## config.mk

```make
export PLATFORM = sky130hd
export DESIGN_NAME = latch_classifier
export DESIGN_NICKNAME = d
export VERILOG_FILES = /design/src/rtl/latch_classifier.sv
export SDC_FILE = /design/constraint.sdc
export NUM_CORES = 1
export LEC_CHECK = 0
export CAP_MARGIN = 5
export CORE_UTILIZATION = 40
export DETAILED_ROUTE_END_ITERATION = 6
export PLACE_DENSITY = 0.59
export RECOVER_POWER = 100
export SLEW_MARGIN = 20
export SYNTH_ARGS = -nofsm -noshare
export SYNTH_HDL_FRONTEND = slang
export SYNTH_SLANG_ARGS = --single-unit
```

## constraint.sdc

```tcl
create_clock -name clk -period 4.2 [get_ports clk]
set_input_delay 0.84 -clock clk [delete_from_list [all_inputs] [get_ports clk]]
set_output_delay 0.84 -clock clk [all_outputs]
set_load 0.05 [all_outputs]
```

## src/rtl/latch_classifier.sv

```systemverilog
// Drives the four (enable, data) vectors into an external latch and classifies its response.
// Define LATCH_CLASSIFIER_SYNC_EN to add a two-flop synchroniser on probe_q (hold grows by 2).
module latch_classifier #(
    parameter int unsigned SETTLE_CYCLES = 2
) (
    input  logic       clk,
    input  logic       rst,
    input  logic       start,
    output logic       probe_en,
    output logic       probe_d,
    input  logic       probe_q,
    output logic       busy,
    output logic       done,
    output logic       result_valid,
    output logic       active_high,
    output logic       mismatch,
    output logic [3:0] samples
);

`ifdef LATCH_CLASSIFIER_SYNC_EN
    localparam int unsigned HOLD = SETTLE_CYCLES + 2;

    logic sync_meta;
    logic sync_out;
    logic q_cap;

    always_ff @(posedge clk or posedge rst) begin
        if (rst) begin
            sync_meta <= 1'b0;
            sync_out  <= 1'b0;
        end else begin
            sync_meta <= probe_q;
            sync_out  <= sync_meta;
        end
    end

    assign q_cap = sync_out;
`else
    localparam int unsigned HOLD = SETTLE_CYCLES;

    logic q_cap;

    assign q_cap = probe_q;
`endif

    // Widen only when the synchronised hold reaches 17 cycles.
    localparam int unsigned CntW = (HOLD > 16) ? 5 : 4;
    localparam logic [CntW-1:0] HoldLast = CntW'(HOLD - 1);

    typedef enum logic [1:0] {IDLE, APPLY, DECIDE, DONE} state_t;

    state_t          state;
    logic [1:0]      idx;
    logic [CntW-1:0] hold_cnt;
    logic            is_high;
    logic            is_low;

    assign is_high = (samples[0] == samples[1]) && !samples[2] && samples[3];
    assign is_low  = (samples == 4'b1110);

    always_ff @(posedge clk or posedge rst) begin
        if (rst) begin
            state        <= IDLE;
            idx          <= 2'd0;
            hold_cnt     <= '0;
            probe_en     <= 1'b0;
            probe_d      <= 1'b0;
            busy         <= 1'b0;
            done         <= 1'b0;
            result_valid <= 1'b0;
            active_high  <= 1'b0;
            mismatch     <= 1'b0;
            samples      <= 4'b0000;
        end else begin
            done <= 1'b0;
            unique case (state)
                IDLE: begin
                    if (start) begin
                        state        <= APPLY;
                        busy         <= 1'b1;
                        result_valid <= 1'b0;
                        active_high  <= 1'b0;
                        mismatch     <= 1'b0;
                        samples      <= 4'b0000;
                        idx          <= 2'd0;
                        hold_cnt     <= '0;
                        probe_en     <= 1'b0;
                        probe_d      <= 1'b0;
                    end
                end
                APPLY: begin
                    if (hold_cnt == HoldLast) begin
                        samples[idx] <= q_cap;
                        hold_cnt     <= '0;
                        if (idx == 2'd3) begin
                            state <= DECIDE;
                        end else begin
                            idx                 <= idx + 2'd1;
                            {probe_en, probe_d} <= idx + 2'd1;
                        end
                    end else begin
                        hold_cnt <= hold_cnt + 1'b1;
                    end
                end
                DECIDE: begin
                    active_high  <= is_high;
                    mismatch     <= !(is_high || is_low);
                    state        <= DONE;
                    done         <= 1'b1;
                    result_valid <= 1'b1;
                    busy         <= 1'b0;
                    probe_en     <= 1'b0;
                    probe_d      <= 1'b0;
                end
                DONE: begin
                    state <= IDLE;
                end
                default: begin
                    state <= IDLE;
                end
            endcase
        end
    end

endmodule

```

=== After elaboration in Yosys (flattened, before gate mapping) ===
Index checks and enable logic that the tools add are counted.
Widths: inputs -> output; s select.

* Add/subtract/negate cells: 2
* $lt $le $gt $ge: 2
* Eq/ne operators: 11
* Muxes and demuxes: 29
* Reduce and logical (&&, ||, !) cells: 16

{| class="wikitable"
|+ Operator list
! operator !! count
|-
| $pmux 4 s2 || 2
|-
| $mux 2 || 6
|-
| $mux 4 || 3
|-
| $mux 1 || 8
|-
| $ne 2x2->1 const B || 4
|-
| $pmux 1 s2 || 4
|-
| $pmux 2 s4 || 1
|-
| $reduce_and 4->1 || 2
|-
| $eq 2x2->1 const B || 3
|-
| $pmux 1 s3 || 2
|-
| $reduce_and 3->1 || 2
|-
| $add 4x1->4 const B || 1
|-
| $bwmux 4 || 1
|-
| $eq 4x1->1 const B || 1
|-
| $eq 4x4->1 const B || 1
|-
| $pmux 2 s2 || 1
|-
| $reduce_and 2->1 || 2
|-
| $reduce_bool 2->1 || 2
|-
| $logic_and 1x1->1 || 3
|-
| $lt 2x3->1 const B || 1
|-
| $reduce_bool 3->1 || 1
|-
| $add 2x1->2 const B || 1
|-
| $demux 1 s2 || 1
|-
| $eq 2x1->1 const B || 1
|-
| other kinds (5) || 6
|}

* Register bits: 19
* Input bits: 4

=== Depth between registers and ports, before layout ===
* Word-level depth: 7
* Gate-level depth with buffers: 7
* Gate-level depth less buffers: 5

=== Worst setup path before layout ===
OpenSTA, ideal clock, no wires.

* Path type: input to register
* From: in start
* To: reg state[1]
* Data arrival time: 1.721 ns
* Slack: 2.354 ns
* Cell stages on the path: 4
* Path through: nor2b_1 > buf_4 > nor4_2 > mux2_2

* Longest elaborated chain between the ends: 2

{| class="wikitable"
|+ Ends and longest elaborated chain
! element !! line !! RTL
|-
| start, declared || 8 || <nowiki>input logic start,</nowiki>
|-
| $ne 2x2->1 (no source line) || n/a ||
|-
| $reduce_and 3->1 (no source line) || n/a ||
|-
| end signal, assigned || 63 || <nowiki>state <= IDLE;</nowiki>
|-
| end signal, assigned || 79 || <nowiki>state <= APPLY;</nowiki>
|-
| end signal, assigned || 96 || <nowiki>state <= DECIDE;</nowiki>
|-
| end, declared || 52 || <nowiki>state_t state;</nowiki>
|}

Every way passes these cells.
A chain may end at the register's enable or synchronous reset.

=== Worst setup path after layout ===
* From: reg samples[0]
* To: out samples[0]

{| class="wikitable"
|+ RTL lines
! element !! line !! RTL
|-
| start, declared || 17 || <nowiki>output logic [3:0] samples</nowiki>
|-
| start signal, assigned by index || 93 || <nowiki>samples[idx] <= q_cap;</nowiki>
|}

No word-level cell between the ends.

==> flow_results.org <==
** Status
- Result of the run :: finished, violations left
- The checks that failed: DRC.

** Power and ir drop
- For this design the static power due to leakage is 0.645 nW.
- In this run the power density over the cells is 708 nW/um^2.
- Maximum resistive drop on vdd :: 0.398 mV
- Sequential cells burn 30.0% of the power.
- Part of the total power dissipated in the clock network :: 9.4%
- Internal power :: 0.000505 W
- Switching component of the power :: 0.000495 W
- Combinational cell fraction of total power :: 60.6%
- Fraction of power spent switching nets :: 49.5%

** Synthesis
- Post-Synthesis Mean Instance Area :: 10.1 um^2
- Synthesized cell area :: 1260 um^2
- Post-synthesis adder-cell area fraction :: 12.9%
- The number of different library cells used by synthesis comes to 41.
- After synthesis, the largest family of logic cells by area is simple AND/OR/NAND/NOR gates.
- Sequential element share of the synthesized area :: 37.8%
- Synthesis produced a netlist whose cell count is 124.
- Among all flip-flop cells after synthesis, the most frequent one is sky130_fd_sc_hd__dfrtp_1.
- In the synthesized netlist the async set-or-reset flop fraction comes to 100%.
- After Yosys synthesis, and, or, nand and nor cells account for 20.4% of the synthesized area.
- Fraction of synthesized cell area in xor and xnor cells :: 0.697%
- Number of nets produced by synthesis :: 141
- During synthesis, Yosys emitted a total of 0 warnings.
- Of the post-synthesis cell area, the part taken by muxes is 4.48%.
- Summing the areas of all compound-gate instances in the mapped netlist gives 17.7% of the synthesized area.
- Flip-flop and latch count after synthesis :: 19
- Counting flops with a built-in enable in the synthesized netlist gives 0.

** Worst setup path
- The critical path is of the reg2out type.
- Along the worst path, the maximum fanout reaches 4.
- Cell at the slowest stage of the critical path :: sky130_fd_sc_hd__dlygate4sd3_1
- STA classifies the critical path startpoint as a register.
- CP Data Arrival Time :: 1.61 ns
- Kind of end point of the critical path :: output pin
- Buffering stage count on the worst path with inverters included :: 1
- Among cell families on the critical path, the largest total delay comes from buffers and inverters.
- For this run, the slowest stage of the critical path takes 0.89 ns.
- R2r setup slk :: 1.96 ns
- At the worst endpoint, the required time is 3.36 ns.
- Walking the worst path, the cells encountered are dlygate4sd3_1.

** Finish
- Synthesis-to-finish area growth :: 12.4%
- # nets final :: 154
- Finished Layout Cells :: 178
- Most used cells in the layout excluding fill and tap cells :: 19 x sky130_fd_sc_hd__dfrtp_1, 13 x sky130_fd_sc_hd__ha_1, 13 x sky130_fd_sc_hd__dlygate4sd3_1
- 0 antenna diodes ended up in the layout.
- In the final layout, the share of cells above drive strength 1 is 4.41%.
- Leaving out fill and tap cells, the most frequent cell in the layout is sky130_fd_sc_hd__dfrtp_1.
- Number of fillers in the final layout :: 274

** Clock tree
- The number of hold buffers added after CTS was 0.
- CTS saw 19 sinks.
- After clock tree synthesis, the clock-pin slew on the worst setup and hold paths is 0.12 ns.
- Maximum clock insertion buffer count :: 2
- Post CTS Setup Buffer Count :: 0
- CTS built an H-tree with a depth of 1.
- The number of gates resized after CTS was 0.
- Clock buffers created by TritonCTS :: 3
- TritonCTS built the clock tree.
- Cell at the root of the clock tree :: sky130_fd_sc_hd__clkbuf_4
- Clock latency on the worst-skew pair :: 0.30 ns

** Route
- Routed WL :: 2420 um
- Overall via count from detail_route :: 989
- Before antenna repair, the detailed router went through 7 iterations.
- After the first detailed-routing iteration, the DRC count stood at 33.
- DRC violation count after routing :: 1
- Number of vias per cell after detailed routing :: 5.56
- Final ANT Viol Nets :: 0
- In the final routed layout, each cell accounts on average for 13.6 um.

** Place
- At the end of routability-driven placement, the weighted congestion stood at 0.791.
- Port Buffers :: 14
- Once placement completed, the tool counted placed cells totaling 174.
- The HPWL after detailed placement is 1770 um.

** GRT
- First-pass GRT wire length :: 4110 um
- The number of antenna violations at the first check in global routing is 0.
- Entering global routing, the biggest net connects 29 pins.
- Global routing finished with a remaining overflow of 0.
- The number of global-route vias before repair is 929.
- Global routing consumed, over all layers together, 16.0% of the routing resources.

** Die
- The core region is 2880 um^2.
- Number of top-level pins :: 15
- Standard-cell rows :: 19
- The die is 58.0 um wide.
- The initial utilization of the core area, before any placement, comes to 43.7%.
- Die extent in y :: 58.0 um
- The floorplan step defined a die boundary enclosing 3370 um^2.

** STA
- Final critical delay including setup and external delays :: 2.45 ns
- The max-slew violation count was 0.
- Final Hold Fails :: 0
- Clock skew on the completed layout was measured at 0.00971 ns.
- After layout, the worst path uses 58.3% of the clock period.
- Headroom to the max-slew limit came out at 41.9%.
- Max Fclk :: 0.408 GHz
- Count of final setup violators :: 0
- Setup repair after global routing left no endpoint under its margin.
- In the final timing run, aggregate negative setup slack is 0 ns.
- For the pin with the worst max-slew slack, the measured transition is 0.872 ns.

** Min path
- The min-delay analysis places its worst path in the category reg2reg.

** Run
- Max-cap violations in this run came to 0.
==> cells in the mapped netlist, drive strengths merged (2+ instances only) <==
cell / instances / area, um^2
a21oi: 4 / 20.0
a221oi: 2 / 35.0
a32o: 2 / 20.0
and2: 5 / 31.3
and3: 3 / 18.8
buf: 4 / 28.8
clkbuf: 2 / 7.51
dfrtp: 19 / 475
ha: 13 / 163
inv: 10 / 37.5
mux2: 2 / 26.3
mux2i: 3 / 30.0
nand2: 6 / 22.5
nand2b: 3 / 18.8
nand3: 3 / 15.0
nand3b: 2 / 15.0
nand4: 4 / 25.0
nor2: 4 / 15.0
nor2b: 6 / 37.5
nor4: 2 / 18.8
o211ai: 3 / 22.5
o21ai: 7 / 35.0
o221ai: 2 / 17.5
==> power groups by stage <==
stage | clock [W] | combinational [W] | sequential, W
finish | 0.0000940 | 0.000606 | 0.000300
detailed placement | 0 | 0.000650 | 0.000306
global route | 0.000109 | 0.000671 | 0.000311
floorplan | 0 | 0.000399 | 0.000410
global placement | 0 | 0.000639 | 0.000305
CTS | 0.0000997 | 0.000654 | 0.000302
==> kinds of logic (layout without fill, tap and decap cells) <==
family | count (synthesis) | count (layout)
simple gates | 42 | 42
mux | 5 | 5
buf+inv | 16 | 28
compound gates | 28 | 28
fa+ha+maj | 13 | 13
flops | 19 | 19
xor+xnor | 1 | 1
==> layout make-up <==
class | count | area [um^2] | area share (%)
Clock buffer | 3 | 22.5 | 1.60
Clock inverter | 1 | 5.00 | 0.355
Inverter | 10 | 37.5 | 2.66
Multi-Input combinational cell | 89 | 678 | 48.0
Sequential cell | 19 | 475 | 33.7
Tap cell | 42 | 52.6 | 3.72
Timing Repair Buffer | 14 | 140 | 9.93
==> per-layer routing <==
layer	up-vias	GRT usage, %	share of wire (%)
met4	0	4.76	0.70
li1	474	-	-
met3	2	3.13	5.3
met2	37	25.9	46
met5	-	0	0
met1	476	21.8	48
==> sequential cells by signal, summed over array words and instances (netlist names), 2 cells and up <==
signal and flops:
hold_cnt 4, state 2, idx 2, samples 4
==> path summary, 6_finish.rpt <==
| check | startpoint | to | cells past startpoint |
|---|---|---|---|
| worst min-delay path | mismatch$_DFFE_PP0P_ | mismatch$_DFFE_PP0P_ | 1 |
| worst max-delay path | samples[0]$_DFFE_PP0P_ | samples[0] | 1 |
| worst max register to register | state[1]$_DFFE_PP0P_ | state[1]$_DFFE_PP0P_ | 5 |
| worst min register to register | mismatch$_DFFE_PP0P_ | mismatch$_DFFE_PP0P_ | 1 |
| min in group asynchronous | rst | samples[3]$_DFFE_PP0P_ | 2 |
| max in group asynchronous | rst | probe_d$_DFFE_PP0P_ | 2 |
==> metrics by stage <==
step	total power [W]	cell area [um^2]	utilization, %	worst slack (ns)	hold slack (ns)
floorplan	0.000809	1260	-	2.35	0.480
global placement	0.000943	1410	49.1	1.65	0.473
detailed placement	0.000956	1410	49.1	1.62	0.485
CTS	0.00106	1440	50.1	1.81	0.518
global route	0.00109	1410	49.1	1.70	0.551
finish	0.00100	1410	49.1	1.75	0.507
No activity file was read; power rests on OpenSTA's default activity.
